[src/rtl/vga_timing_gen_if.sv]
// VGA timing bus carried from the timing generator to the draw stages.
// The generator drives it (master); each draw stage samples it (slave).
interface vga_timing_gen_if;
   logic [10:0] hcount_out;
   logic        hsync_out;
   logic        hblnk_out;
   logic [10:0] vcount_out;
   logic        vsync_out;
   logic        vblnk_out;
   logic        frame_start;

   modport master (
      output hcount_out, hsync_out, hblnk_out,
      output vcount_out, vsync_out, vblnk_out, frame_start
   );
   modport slave (
      input hcount_out, hsync_out, hblnk_out,
      input vcount_out, vsync_out, vblnk_out, frame_start
   );
endinterface

[src/rtl/vga_timing_gen.sv]
// Free-running pixel/line counters with sync, blank and frame-start flags.
// Flags are decoded from the next counter values so every output shares one register stage.
module vga_timing_gen #(
   parameter int H_ACTIVE = 800,
   parameter int H_FP     = 40,
   parameter int H_SYNC   = 128,
   parameter int H_BP     = 88,
   parameter int V_ACTIVE = 600,
   parameter int V_FP     = 1,
   parameter int V_SYNC   = 4,
   parameter int V_BP     = 23,
   parameter bit HS_POL   = 1'b1,
   parameter bit VS_POL   = 1'b1
) (
   input  logic             pclk,
   input  logic             rst_n,
   input  logic             en,
   vga_timing_gen_if.master vga
);

   localparam logic [10:0] H_MAX  = 11'(H_ACTIVE + H_FP + H_SYNC + H_BP - 1);
   localparam logic [10:0] V_MAX  = 11'(V_ACTIVE + V_FP + V_SYNC + V_BP - 1);
   localparam logic [10:0] H_ACT  = 11'(H_ACTIVE);
   localparam logic [10:0] V_ACT  = 11'(V_ACTIVE);
   localparam logic [10:0] HS_BEG = 11'(H_ACTIVE + H_FP);
   localparam logic [10:0] HS_END = 11'(H_ACTIVE + H_FP + H_SYNC);
   localparam logic [10:0] VS_BEG = 11'(V_ACTIVE + V_FP);
   localparam logic [10:0] VS_END = 11'(V_ACTIVE + V_FP + V_SYNC);

   logic [10:0] hcount, vcount, h_nxt, v_nxt;
   logic        hsync, hblnk, vsync, vblnk, fstart;

   always_comb begin
      h_nxt = hcount + 11'd1;
      v_nxt = vcount;
      if (hcount == H_MAX) begin
         h_nxt = '0;
         v_nxt = (vcount == V_MAX) ? 11'd0 : vcount + 11'd1;
      end
   end

   // (0,0) is only re-entered through a frame wrap, so the reset state never pulses.
   always_ff @(posedge pclk or negedge rst_n) begin
      if (!rst_n) begin
         hcount <= '0;
         vcount <= '0;
         hblnk  <= 1'b0;
         vblnk  <= 1'b0;
         hsync  <= ~HS_POL;
         vsync  <= ~VS_POL;
         fstart <= 1'b0;
      end else if (en) begin
         hcount <= h_nxt;
         vcount <= v_nxt;
         hblnk  <= (h_nxt >= H_ACT);
         vblnk  <= (v_nxt >= V_ACT);
         hsync  <= ((h_nxt >= HS_BEG) && (h_nxt < HS_END)) ? HS_POL : ~HS_POL;
         vsync  <= ((v_nxt >= VS_BEG) && (v_nxt < VS_END)) ? VS_POL : ~VS_POL;
         fstart <= (h_nxt == 11'd0) && (v_nxt == 11'd0);
      end
   end

   assign vga.hcount_out  = hcount;
   assign vga.vcount_out  = vcount;
   assign vga.hblnk_out   = hblnk;
   assign vga.vblnk_out   = vblnk;
   assign vga.hsync_out   = hsync;
   assign vga.vsync_out   = vsync;
   assign vga.frame_start = fstart;

endmodule
[src/flat_wrapper.sv]
// flat-port wrapper written by rule: the top's interface ports become plain ports
module vga_timing_gen_flat 
#(
   parameter int H_ACTIVE = 800,
   parameter int H_FP     = 40,
   parameter int H_SYNC   = 128,
   parameter int H_BP     = 88,
   parameter int V_ACTIVE = 600,
   parameter int V_FP     = 1,
   parameter int V_SYNC   = 4,
   parameter int V_BP     = 23,
   parameter bit HS_POL   = 1'b1,
   parameter bit VS_POL   = 1'b1
)
  (pclk, rst_n, en, vga_hcount_out, vga_hsync_out, vga_hblnk_out, vga_vcount_out, vga_vsync_out, vga_vblnk_out, vga_frame_start);
  vga_timing_gen_if vga_i ();
  input  logic pclk;
  input  logic rst_n;
  input  logic en;
  output wire logic [$bits(vga_i.hcount_out)-1:0] vga_hcount_out;
  output wire logic [$bits(vga_i.hsync_out)-1:0] vga_hsync_out;
  output wire logic [$bits(vga_i.hblnk_out)-1:0] vga_hblnk_out;
  output wire logic [$bits(vga_i.vcount_out)-1:0] vga_vcount_out;
  output wire logic [$bits(vga_i.vsync_out)-1:0] vga_vsync_out;
  output wire logic [$bits(vga_i.vblnk_out)-1:0] vga_vblnk_out;
  output wire logic [$bits(vga_i.frame_start)-1:0] vga_frame_start;
  assign vga_hcount_out = vga_i.hcount_out;
  assign vga_hsync_out = vga_i.hsync_out;
  assign vga_hblnk_out = vga_i.hblnk_out;
  assign vga_vcount_out = vga_i.vcount_out;
  assign vga_vsync_out = vga_i.vsync_out;
  assign vga_vblnk_out = vga_i.vblnk_out;
  assign vga_frame_start = vga_i.frame_start;
  vga_timing_gen #(.H_ACTIVE(H_ACTIVE), .H_FP(H_FP), .H_SYNC(H_SYNC), .H_BP(H_BP), .V_ACTIVE(V_ACTIVE), .V_FP(V_FP), .V_SYNC(V_SYNC), .V_BP(V_BP), .HS_POL(HS_POL), .VS_POL(VS_POL)) u_core (.pclk(pclk), .rst_n(rst_n), .en(en), .vga(vga_i));
endmodule
[config.mk]
export PLATFORM = sky130hd
export DESIGN_NAME = vga_timing_gen_flat
export DESIGN_NICKNAME = d
export VERILOG_FILES = /design/src/rtl/vga_timing_gen_if.sv /design/src/rtl/vga_timing_gen.sv /design/src/flat_wrapper.sv
export SDC_FILE = /design/constraint.sdc
export NUM_CORES = 1
export LEC_CHECK = 0
export BUFFER_PORTS_ARGS = -buffer_cell sky130_fd_sc_hd__buf_2
export CAP_MARGIN = 0
export CORE_ASPECT_RATIO = 2
export CORE_MARGIN = 10
export CORE_UTILIZATION = 35
export CTS_CLUSTER_SIZE = 20
export DETAILED_ROUTE_END_ITERATION = 10
export PLACE_DENSITY_LB_ADDON = 0.3
export SLEW_MARGIN = 20
export SYNTH_ARGS = -nofsm -noshare
export SYNTH_HDL_FRONTEND = slang
export SYNTH_SLANG_ARGS = --single-unit
[constraint.sdc]
create_clock -name pclk -period 2.15 [get_ports pclk]
set_input_delay 0.215 -clock pclk [delete_from_list [all_inputs] [get_ports pclk]]
set_output_delay 0.215 -clock pclk [all_outputs]
set_load 0.005 [all_outputs]
# Yosys cells after proc, flatten, opt, wreduce, memory -nomap -nowiden

Index checks and enable logic that the tools add are counted.

Register bits after elaboration: 27
Output and inout port bits: 27
Input port bits: 3
Word-level logic and storage cells: 27

Equality and inequality tests: 2
Reduce and logical (&&, ||, !) cells: 5
Multiplexer cells: 5
$add $sub $neg: 2
Magnitude comparators: 6

Operator list:

| cell                  | number |
|---|---|
| $ge 11x10->1 const B  | 4 |
| $mux 11               | 3 |
| $add 11x1->11 const B | 2 |
| $logic_not 11->1      | 2 |
| $lt 11x10->1 const B  | 2 |
| $eq 11x10->1 const B  | 1 |
| $eq 11x11->1 const B  | 1 |
| $logic_and 1x1->1     | 3 |
| $mux 1                | 2 |

# Logic depth before layout (Yosys ltp)

Depth after elaboration: 6
Mapped depth: 9
Depth with buffers taken out: 7

# Least setup slack after synthesis

No wires, ideal clock.

Path type: register -> register
Start point: register u_core.hcount[1], in the netlist u_core.vga.hcount_out[1]
End point: register u_core.vsync, in the netlist u_core.vga.vsync_out
Arrival time: 2115 ps
Library setup time: 101 ps
Period minus slack after synthesis: 2215 ps
Stages on the path, launching flop included: 10
Slack: -65 ps
Cell sequence: dfrtp_1 -> ha_1 -> buf_2 -> and4_1 -> buf_2 -> nand4_1 -> nor3_1 -> xnor2_1 -> nand4_1 -> o32ai_1

Cells in the longest elaborated chain, start to end: 5

Ends and longest elaborated chain:

| item                                         | line                 | RTL |
|---|---|---|
| start: declaration                           | vga_timing_gen.sv:30 | `logic [10:0] hcount, vcount, h_nxt, v_nxt;` |
| start signal: assignment                     | vga_timing_gen.sv:53 | `hcount <= h_nxt;` |
| $eq 11x11->1 *                               | vga_timing_gen.sv:36 | `if (hcount == H_MAX) begin` |
| $mux 11 *                                    | vga_timing_gen.sv:36 |  |
| $ge 11x10->1 or $lt 11x10->1 (tied branches) | vga_timing_gen.sv:58 | `vsync <= ((v_nxt >= VS_BEG) && (v_nxt < VS_END)) ? VS_POL : ~VS_POL;` |
| $logic_and 1x1->1 *                          | vga_timing_gen.sv:58 |  |
| $mux 1 *                                     | vga_timing_gen.sv:58 |  |
| end signal: assignment                       | vga_timing_gen.sv:50 | `vsync <= ~VS_POL;` |
| end signal: assignment                       | vga_timing_gen.sv:58 |  |
| end: declaration                             | vga_timing_gen.sv:31 | `logic hsync, hblnk, vsync, vblnk, fstart;` |

Mark *: on every way between the ends. The rest lies on a longest branch, timed or not.
A chain may end at the register's enable or synchronous reset.

# Worst setup path after layout

Start point: register u_core.hcount[5], in the netlist u_core.vga.hcount_out[5]
End point: register u_core.vsync, in the netlist u_core.vga.vsync_out

Same word-level chain as after synthesis.

==> qor.txt <==
Hold WC Path Type - input pin to flop
drt pass-1 iters - 4
Sink Count - 27
final setup violation count - 0
vias per cell - 5.76
main flop type after synthesis - dfrtp_1
global-route wire length before repair - 10200 µm
WS Path Type - flop to flop
placed insts - 335
io pins - 30
status - finished clean
yosys synthesis warning count - 0
final wirelength - 6370 µm
area share of the largest cell type after synthesis - 34.5%
Setup WS pre-CTS - -0.0173 ns
maximum clock path buffer count - 2
P per Cell Area - 764 nW/µm²
largest net degree at the start of global routing - 28
Post-synth EDFFs - 0
worst clock skew - 0.00273 ns
final-stage net count - 292
Clock Tree Root - clkbuf_8
synth unique cells - 60
Clk Latency, worst-skew pair - 0.29 ns
fin cells - 346
period utilization - 98.7%
CP Data Arrival Time - 2.33 ns
Residual DRC - 0
DR WL/cell - 18.4 µm
# Max-Cap Violations - 0
gate count after technology mapping - 223
Mapped Nets - 228
Area Overhead vs Synth - 33.0%
starting density of the core - 36.1%
H-tree levels - 1
RSZ-0062 raised after global routing - true
critical path peak fanout - 8
fmax - 471 MHz
Worst Setup Slack, final - 0.0287 ns
Final Wtd Congestion - 0.965
endpoints failing hold - 0
Worst-path clk slew - 0.10 ns
Via Count - 1992
CP startpoint kind - flop
Final Max Tran Viols - 0
Final min period - 2.12 ns
hold path depth - 3
layout cells sized above 1 - 38.8%
Die Span Y - 126 µm
initial antenna violation count - 0
R2R cell count - 7
n_diodes - 0
Core Util, Final - 48.0%
sequential element share of the synthesized area - 34.5%
Final HPWL DP - 4880 µm
Synth area leader - dfrtp_1
die area - 9160 µm²
ANT nets after route - 0
Async SR Flop Fraction - 100%
Avg Inst Size Synth - 8.78 µm²
static leakage - 1.12 nW
GRT Util Overall - 14.0%
CP required - 2.35 ns
FP Rows - 38
Slew Limit Headroom - 54.9%
Die W - 72.9 µm
Iteration-0 DRC Markers - 123
Critical Path Sink Type - flop
IO Port Bufs - 29
CTS tree - yes
number of global-route vias before repair - 2048
GR Overflow Total - 0
Num CTS Buffers - 3
worst slew pin tran - 0.677 ns
Mapped Area - 1960 µm²
Max rail drop VDD - 458 µV
synth top area cells - dfrtp_1 35%, xnor2_1 5.4%, o21ai_0 4.1%
flops & latches, synth - 27
Core Region - 5420 µm²
-- synth_stat cells, types with 2 or more instances --
library cell and n:
a211oi_1 3, a21o_1 2, a21oi_1 12, a31oi_1 3
a41oi_1 3, and2_1 3, and3_1 5, and3_2 2
and4_1 2, buf_2 5, buf_4 4, buf_6 2
clkbuf_1 7, dfrtp_1 27, ha_1 2, inv_1 5
mux2i_1 2, nand2_1 16, nand2b_1 2, nand3_1 15
nand4_1 11, nand4b_1 2, nor2_1 9, nor2b_1 2
nor3_1 8, nor3b_1 2, o211a_1 2, o21ai_0 16
o32ai_1 2, or3_1 3, xnor2_1 12, xor2_1 4
-- what timing repair did --
item / in CTS / in global routing
hold endpoints to repair: 27 / 0
gates resized for setup: 5 / 11
pin swaps: 1 / 6
hold buffers: 1 / 0
setup endpoints to repair: 3 / 3
setup buffers: 1 / 5
-- flip-flops by register name, indices dropped and copies added, names as in the netlist --
register and flops:
u_core.vga.frame_start 1, u_core.vga.hblnk_out 1, u_core.vga.hcount_out 11, u_core.vga.hsync_out 1, u_core.vga.vblnk_out 1, u_core.vga.vcount_out 11, u_core.vga.vsync_out 1
-- layer usage --
layer	share of wire, %	routed length (µm)	track usage [%]
met1	33	2100	12.6
met2	60	3810	26.8
met3	2.9	184	1.73
met4	4.3	273	9.21
met5	0	0	0
-- cells by family after synthesis --
| logic type | Yosys count | share of synthesized area, % |
|---|---|---|
| compound gates | 60 | 21.1 |
| xor+xnor | 16 | 7.16 |
| mux | 3 | 1.60 |
| buf+inv | 24 | 6.52 |
| flops | 27 | 34.5 |
| simple gates | 91 | 27.8 |
| fa+ha+maj | 2 | 1.28 |
-- final timing paths --
path                                           from                  endpoint  slack [ns]
min reg2reg                    u_core.vga.hblnk_out      u_core.vga.hblnk_out        0.51
min                                              en  u_core.vga.hcount_out[0]        0.41
min in group asynchronous                     rst_n  u_core.vga.hcount_out[1]        0.49
max in group asynchronous                     rst_n  u_core.vga.vcount_out[3]        1.18
max                        u_core.vga.hcount_out[5]      u_core.vga.vsync_out        0.03
max reg2reg                u_core.vga.hcount_out[5]      u_core.vga.vsync_out        0.03
-- final cells by class --
| cell class | count | area, µm² |
|---|---|---|
| multi-input combinational | 172 | 1250 |
| inverter | 5 | 18.8 |
| tap | 60 | 75.1 |
| sequential | 27 | 679 |
| fill | 557 | 2820 |
| timing repair buffer | 78 | 532 |
| clock buffer | 4 | 45.0 |
-- critical path: stages (launching register included) --
cell     delay, ns
dfrtp_1       0.42
nor4b_4       0.29
buf_6         0.18
and3_4        0.26
mux2i_4       0.25
and2_4        0.18
nand4_1       0.16
o32ai_2       0.29
-- placed cells by master, fill, tap and decap left out, types with 3 or more instances in the layout --
cell type / count
xnor2_1: 11
and3_1: 5
dfrtp_1: 24
nor2_1: 9
buf_2: 29
nand4_1: 11
dfrtp_2: 3
inv_1: 5
nor3_1: 7
nand3_1: 13
nand3_2: 3
nand2_1: 16
buf_4: 46
a31oi_1: 3
a21oi_1: 12
clkbuf_8: 3
a211oi_1: 3
xor2_1: 4
o21ai_0: 16
-- stage by stage --
step           setup TNS [ns]  power [mW]  area, µm²  hold slack (ns)
3_5_place_dp          -0.0173        1.62       2410            0.291
4_1_cts                     0        1.95       2490            0.400
3_3_place_gp          -0.0800        1.60       2410            0.287
6_report                    0        1.99       2600            0.408
2_1_floorplan               0        1.20       1970          -0.0806
5_1_grt                -0.118        2.13       2600            0.430
-- report_power, final --
group | switching [mW] | internal (mW)
logic | 0.497 | 0.481
clock network | 0.179 | 0.134
registers | 0.0973 | 0.600
total | 0.773 | 1.22
(Power assumes the default switching activity.)
